$ cat src/rtl/gray_conv_pkg.sv
// -----------------------------------------------------------------------------
// gray_conv_pkg
// Shared constants and conversion helpers for the pipelined Binary<->Gray
// converter.
//
// Contents:
//   MODE_BIN2GRAY / MODE_GRAY2BIN : values carried on the per-word mode tag
//   gray_word_t                   : widest word the helpers operate on
//   bin2gray(w), gray2bin(w)      : conversions on a zero-extended word
//
// Width handling:
//   Callers zero-extend a DATA_WIDTH word to gray_word_t and truncate the
//   result back to DATA_WIDTH. Both conversions only propagate information
//   from high bits to low bits, so zero padding above DATA_WIDTH leaves the
//   low DATA_WIDTH bits exactly equal to a native DATA_WIDTH conversion.
// -----------------------------------------------------------------------------
package gray_conv_pkg;

    localparam int GRAY_MAX_WIDTH = 64;

    localparam logic MODE_BIN2GRAY = 1'b0;
    localparam logic MODE_GRAY2BIN = 1'b1;

    typedef logic [GRAY_MAX_WIDTH-1:0] gray_word_t;

    // G = B ^ (B >> 1)
    function automatic gray_word_t bin2gray(input gray_word_t w);
        return w ^ (w >> 1);
    endfunction

    // B[MSB] = G[MSB]; B[i] = B[i+1] ^ G[i], walking from the MSB down.
    function automatic gray_word_t gray2bin(input gray_word_t w);
        gray_word_t b;
        b = '0;
        b[GRAY_MAX_WIDTH-1] = w[GRAY_MAX_WIDTH-1];
        for (int i = GRAY_MAX_WIDTH - 2; i >= 0; i--) begin
            b[i] = b[i+1] ^ w[i];
        end
        return b;
    endfunction

endpackage : gray_conv_pkg

$ cat src/rtl/binary_gray_converter_pipelined_gray_step_checker.sv
// -----------------------------------------------------------------------------
// gray_step_checker
// Watches accepted Gray->binary input words and flags any word that differs
// from the previous accepted Gray->binary word in more than one bit.
// Only instantiated when GRAY_STEP_CHECK_EN is defined.
//
// Ports:
//   clk_sys    : clock, rising edge
//   rst        : asynchronous active-high reset
//   accept_in  : a word is accepted into the pipeline this cycle
//   mode_in    : mode tag of the word being accepted
//   data_in    : word being accepted
//   err_out    : combinational step error for the word being accepted
// -----------------------------------------------------------------------------
module gray_step_checker
    import gray_conv_pkg::*;
#(
    parameter int DATA_WIDTH = 8
) (
    input  logic                  clk_sys,
    input  logic                  rst,
    input  logic                  accept_in,
    input  logic                  mode_in,
    input  logic [DATA_WIDTH-1:0] data_in,
    output logic                  err_out
);

    localparam int CNT_W = $clog2(DATA_WIDTH + 1);

    logic [DATA_WIDTH-1:0] prev_q;
    logic [DATA_WIDTH-1:0] prev_d;
    logic                  prev_valid_q;
    logic                  prev_valid_d;

    logic [DATA_WIDTH-1:0] diff;
    logic [CNT_W-1:0]      ones;
    logic                  multi_bit;

    always_comb begin
        diff = data_in ^ prev_q;
        ones = '0;
        for (int i = 0; i < DATA_WIDTH; i++) begin
            ones = ones + CNT_W'(diff[i]);
        end
        // Distance 0 (repeated word) is a legal step.
        multi_bit = (ones > CNT_W'(1));
    end

    always_comb begin
        prev_d       = prev_q;
        prev_valid_d = prev_valid_q;
        err_out      = 1'b0;
        if (accept_in) begin
            if (mode_in == MODE_GRAY2BIN) begin
                err_out      = prev_valid_q & multi_bit;
                prev_d       = data_in;
                prev_valid_d = 1'b1;
            end else begin
                // A binary->Gray word breaks the Gray sequence.
                prev_valid_d = 1'b0;
            end
        end
    end

    always_ff @(posedge clk_sys or posedge rst) begin
        if (rst) begin
            prev_q       <= '0;
            prev_valid_q <= 1'b0;
        end else begin
            prev_q       <= prev_d;
            prev_valid_q <= prev_valid_d;
        end
    end

endmodule : gray_step_checker

$ cat src/rtl/binary_gray_converter_pipelined.sv
// -----------------------------------------------------------------------------
// binary_gray_converter_pipelined
// Two-stage, width-generic, bidirectional Binary<->Gray converter with a
// valid/ready handshake on both sides and a global stall enable.
//
// Stage 1 captures {data, mode, valid}; the conversion sits between stage 1
// and stage 2; stage 2 drives the outputs. An accepted word appears on the
// outputs one edge after the edge that accepted it.
//
// Parameters:
//   DATA_WIDTH : word width, 2..GRAY_MAX_WIDTH
//
// Ports:
//   Clock_In            : clock, rising edge
//   Reset_In            : asynchronous active-high reset, flushes both stages
//   Enable_In           : low stalls every register and forces Ready_Out low
//   Mode_In             : 0 = binary->Gray, 1 = Gray->binary (per word)
//   Data_In, Valid_In   : upstream word and its valid
//   Ready_Out           : block accepts a word this cycle
//   Data_Out, Mode_Out  : converted word and the mode tag that produced it
//   Valid_Out, Ready_In : downstream handshake
//   Gray_Step_Error_Out : present only with GRAY_STEP_CHECK_EN; flags a
//                         Gray->binary word more than one bit away from the
//                         previous accepted Gray->binary word
//
// Build option: define GRAY_STEP_CHECK_EN to add the Gray step checker and
// the Gray_Step_Error_Out port.
// -----------------------------------------------------------------------------
module binary_gray_converter_pipelined
    import gray_conv_pkg::*;
#(
    parameter int DATA_WIDTH = 8
) (
    input  logic                  Clock_In,
    input  logic                  Reset_In,
    input  logic                  Enable_In,
    input  logic                  Mode_In,
    input  logic [DATA_WIDTH-1:0] Data_In,
    input  logic                  Valid_In,
    output logic                  Ready_Out,
    output logic [DATA_WIDTH-1:0] Data_Out,
    output logic                  Mode_Out,
    output logic                  Valid_Out,
    input  logic                  Ready_In
`ifdef GRAY_STEP_CHECK_EN
    ,
    output logic                  Gray_Step_Error_Out
`endif
);

    logic [DATA_WIDTH-1:0] s1_data_q;
    logic [DATA_WIDTH-1:0] s1_data_d;
    logic                  s1_mode_q;
    logic                  s1_mode_d;
    logic                  s1_valid_q;
    logic                  s1_valid_d;

    logic [DATA_WIDTH-1:0] s2_data_q;
    logic [DATA_WIDTH-1:0] s2_data_d;
    logic                  s2_mode_q;
    logic                  s2_mode_d;
    logic                  s2_valid_q;
    logic                  s2_valid_d;

    logic                  adv1;
    logic                  adv2;
    logic [DATA_WIDTH-1:0] conv_data;

    // Stage 2 frees up when empty or when downstream takes its word; stage 1
    // can load when empty or when stage 2 takes its word. Loading a bubble
    // into a stage is what collapses bubbles.
    always_comb begin
        adv2 = Enable_In & (~s2_valid_q | Ready_In);
        adv1 = Enable_In & (~s1_valid_q | adv2);
    end

    always_comb begin
        if (s1_mode_q == MODE_GRAY2BIN) begin
            conv_data = DATA_WIDTH'(gray2bin(gray_word_t'(s1_data_q)));
        end else begin
            conv_data = DATA_WIDTH'(bin2gray(gray_word_t'(s1_data_q)));
        end
    end

    always_comb begin
        s1_data_d  = s1_data_q;
        s1_mode_d  = s1_mode_q;
        s1_valid_d = s1_valid_q;
        s2_data_d  = s2_data_q;
        s2_mode_d  = s2_mode_q;
        s2_valid_d = s2_valid_q;
        if (adv1) begin
            s1_data_d  = Data_In;
            s1_mode_d  = Mode_In;
            s1_valid_d = Valid_In;
        end
        if (adv2) begin
            s2_data_d  = conv_data;
            s2_mode_d  = s1_mode_q;
            s2_valid_d = s1_valid_q;
        end
    end

    always_ff @(posedge Clock_In or posedge Reset_In) begin
        if (Reset_In) begin
            s1_data_q  <= '0;
            s1_mode_q  <= 1'b0;
            s1_valid_q <= 1'b0;
            s2_data_q  <= '0;
            s2_mode_q  <= 1'b0;
            s2_valid_q <= 1'b0;
        end else begin
            s1_data_q  <= s1_data_d;
            s1_mode_q  <= s1_mode_d;
            s1_valid_q <= s1_valid_d;
            s2_data_q  <= s2_data_d;
            s2_mode_q  <= s2_mode_d;
            s2_valid_q <= s2_valid_d;
        end
    end

    assign Ready_Out = adv1;
    assign Data_Out  = s2_data_q;
    assign Mode_Out  = s2_mode_q;
    assign Valid_Out = s2_valid_q;

`ifdef GRAY_STEP_CHECK_EN
    logic s1_err_q;
    logic s1_err_d;
    logic s2_err_q;
    logic s2_err_d;
    logic step_err;

    gray_step_checker #(
        .DATA_WIDTH (DATA_WIDTH)
    ) u_gray_step_checker (
        .clk_sys   (Clock_In),
        .rst       (Reset_In),
        .accept_in (Valid_In & adv1),
        .mode_in   (Mode_In),
        .data_in   (Data_In),
        .err_out   (step_err)
    );

    // The error flag rides alongside its word through both stages.
    always_comb begin
        s1_err_d = s1_err_q;
        s2_err_d = s2_err_q;
        if (adv1) begin
            s1_err_d = step_err;
        end
        if (adv2) begin
            s2_err_d = s1_err_q;
        end
    end

    always_ff @(posedge Clock_In or posedge Reset_In) begin
        if (Reset_In) begin
            s1_err_q <= 1'b0;
            s2_err_q <= 1'b0;
        end else begin
            s1_err_q <= s1_err_d;
            s2_err_q <= s2_err_d;
        end
    end

    assign Gray_Step_Error_Out = s2_err_q & s2_valid_q;
`endif

endmodule : binary_gray_converter_pipelined

$ cat config.mk
export PLATFORM = sky130hd
export DESIGN_NAME = binary_gray_converter_pipelined
export DESIGN_NICKNAME = d
export VERILOG_FILES = /design/src/rtl/gray_conv_pkg.sv /design/src/rtl/binary_gray_converter_pipelined_gray_step_checker.sv /design/src/rtl/binary_gray_converter_pipelined.sv
export SDC_FILE = /design/constraint.sdc
export NUM_CORES = 1
export LEC_CHECK = 0
export CAP_MARGIN = 20
export CORE_MARGIN = 3
export CORE_UTILIZATION = 42
export DETAILED_ROUTE_END_ITERATION = 7
export PLACE_DENSITY = 0.73
export SYNTH_ARGS = -nofsm -noshare
export SYNTH_HDL_FRONTEND = slang
export SYNTH_SLANG_ARGS = --single-unit
$ cat constraint.sdc
create_clock -name Clock_In -period 1.6 [get_ports Clock_In]
set_input_delay 0.24 -clock Clock_In [delete_from_list [all_inputs] [get_ports Clock_In]]
set_output_delay 0.24 -clock Clock_In [all_outputs]
set_load 0.005 [all_outputs]
==> results.toml <==
[grt]
grt_util_all_layers_pct = 17.0
grt_pass1_wl_mm = 3.44
antenna_found_initial = 0
overflow = 0
grt_pass1_vias = 781
grt_max_degree = 21

[yosys]
async_flop_share_pct = 100
syn_inst = 87
ys_top_cells_by_area = "dfrtp_1 (52%), mux2_2 (10%), xnor2_1 (9.1%), nand2_1 (6.6%), a211o_1 (2.7%)"
synth-edff-count = 0
syn_area_um2 = 967
synth_cell_types = 18
synth_top_area_cell = "dfrtp_1"
ys_seq_elements = 20
synthesis.nets = 101
yosysSeqAreaShare_pct = 51.7
yosys.area.top_type_share_pct = 51.7
synth.avg_cell_area_um2 = 11.1
synth-main-ff-cell = "dfrtp_1"
yosysWarnings = 0

[sta]
finalCritPeriodShare_pct = 96.2
finalClockSkew_ns = 0.00237
slew_headroom_pct = 79.1
final_max_slew_viol_count = 0
fmax_mhz = 649
hold_viol_final = 0
setup_viol = 0
whs_ns = 0.293
min_period_ns = 1.54
tightestPinTransition_ns = 0.314

[clock_tree]
clock_path_buffers = 2
clkTransAtPathRegs_ns = 0.11
htreeDepth = 1
clk_latency_ns = 0.29
clock-sinks = 20
cts-root-buf = "clkbuf_4"
cts_tree = "done"
cts_buffers = 3

[floorplan]
fp-row-count = 16
start_util_pct = 46.9
die_y_um = 54.0
dieArea_um2 = 2910
die_x_um = 54.0
io_pins = 25
core_area_um2 = 2060

[min_path]
hold_path.class = "input port to async pin"

[critical_path]
cp.arrival_ns = 1.30
reg2reg_slack_ns = 0.07
cp_slowest_cell = "clkdlybuf4s50_1"
r2r-start = "s1_data_q[7]"
max_stage_delay_ns = 0.46
endpoint_kind = "output port"
critPathTopFamily = "buffers and inverters"
path_cells = "clkdlybuf4s50_1 -> nor2b_4 -> nand2_1 -> nand2_2 -> inv_1 -> dlygate4sd2_1"
cp.required_ns = 1.36
path_max_fanout = 2
critPathLaunchType = "input port"
critical_path.startpoint = "Ready_In"
cp_num_buf_inv = 3
path_class = "input port to output port"

[routing]
wl_mm = 2.00
via_per_inst = 4.93
firstDrtPassIters = 3
drcViolationCount = 0
initialDrtViolationCount = 6
ant_nets = 0
dr_total_vias = 740
wire_per_inst_um = 13.3

[power_and_ir_drop]
p_seq_share_pct = 42.5
switchingPower_uw = 486
peakVddDrop_mv = 0.668
power_density_nw_per_um2 = 1230
power.total_uw = 1690
power.internal_uw = 1200
switching_share_pct = 28.7
clkPwrFrac_pct = 16.8
p_leak_uw = 0.000621
power_frac_comb_pct = 40.7

[layout]
areaGrowthSynthToFinish_pct = 41.7
finalNonFillerCells = 150
fin_nets = 138
diodes = 0
utilization_pct = 66.4
final_layout_size_suffix_gt1_share_pct = 22.8
design_area_um2 = 1370

[outcome]
outcome = "completed"

[placement]
placed_cell_area_um2 = 1320
place_inst = 145
dp_hpwl_mm = 1.53
io_buffer_count = 24
place.gp.congestion = 0.706

[run]
cap_viol_max_count = 0
## state kept, by name, summed over array words and instances (netlist names)
name / cells
s1_valid_q: 1
Data_Out: 8
s1_mode_q: 1
Mode_Out: 1
s1_data_q: 8
Valid_Out: 1
## what timing repair did
action | in CTS | in global routing
hold endpoints to repair | 0 | 0
hold buffers | 0 | 0
resized for setup | 2 | 2
endpoints found under the setup margin | 1 | 1
cloned | 0 | 0
setup buffers | 1 | 0
## worst reg2reg max path, cell delays in order, from the launching register on
cell	delay, ns
dfrtp_1	0.40
xnor3_2	0.45
xnor3_1	0.25
a211o_1	0.31
nand3_2	0.06
## cells in the final DEF (no fill, tap or decap), types with 3 or more instances in the layout
master / Yosys / layout
a211o_1: 3 / 3
buf_4: 0 / 10
clkbuf_4: 0 / 3
clkdlybuf4s50_1: 0 / 23
dfrtp_1: 20 / 20
inv_1: 3 / 3
mux2_2: 9 / 9
nand2_1: 17 / 16
nand4_1: 3 / 3
nor2_1: 4 / 4
o21ai_0: 4 / 4
xnor2_1: 10 / 10
## cell usage after synthesis (2+ instances only)
cell,instances
a211o_1,3
clkbuf_1,3
dfrtp_1,20
inv_1,3
mux2_2,9
nand2_1,17
nand3_1,2
nand4_1,3
nor2_1,4
nor2b_1,2
o21ai_0,4
xnor2_1,10
xor2_1,2
## stage by stage
step | setup WS (ns) | TNS [ns]
after global placement | -0.115 | -0.481
final | 0.0602 | 0
after CTS | 0.0387 | 0
after global routing | -0.0110 | -0.0110
after detailed placement | -0.124 | -0.752
after floorplan | 0.0901 | 0
## metal layers
layer / share of wire (%) / vias up / GRT usage, % / wire length [µm]
met5: 0 / - / 0 / 0
met4: 2.0 / 0 / 7.47 / 40
met3: 5.8 / 5 / 3.60 / 115
met2: 53 / 21 / 29.8 / 1070
met1: 39 / 352 / 19.8 / 779
li1: - / 362 / - / -
## cell families after synthesis
kind of cell	after synthesis	share of synthesized area (%)
and+or+nand+nor	30	14.1
muxes	9	10.5
AOI/OAI and AO/OA	8	5.69
xor gates and xnor gates	14	15.7
DFF	20	51.7
buffers and inverters	6	2.33
## area by class of cell
type	instances	area [µm²]
repair buffers	35	334
fillers	167	692
inverters	3	11.3
flip-flops and latches	20	500
clock buffers	4	36.3
multi-input cells	61	454
well taps	27	33.8
## final timing paths
kind	end	cells past startpoint
worst min-delay path	Data_Out[6]	3
max in group asynchronous	s1_data_q[2]	3
min in group Clock_In	Data_Out[5]	2
worst min register to register	Data_Out[5]	2
worst max register to register	Data_Out[0]	4
worst max-delay path	Ready_Out	6
## power groups by stage
stage          Combinational (µW)  Sequential (µW)  Clock (µW)
3_5_place_dp                  686              731           0
2_1_floorplan                 352              725           0
5_1_grt                       766              734         334
4_1_cts                       696              718         298
6_report                      688              718         284
3_3_place_gp                  668              722           0
Power figures use the tool's default switching activity.
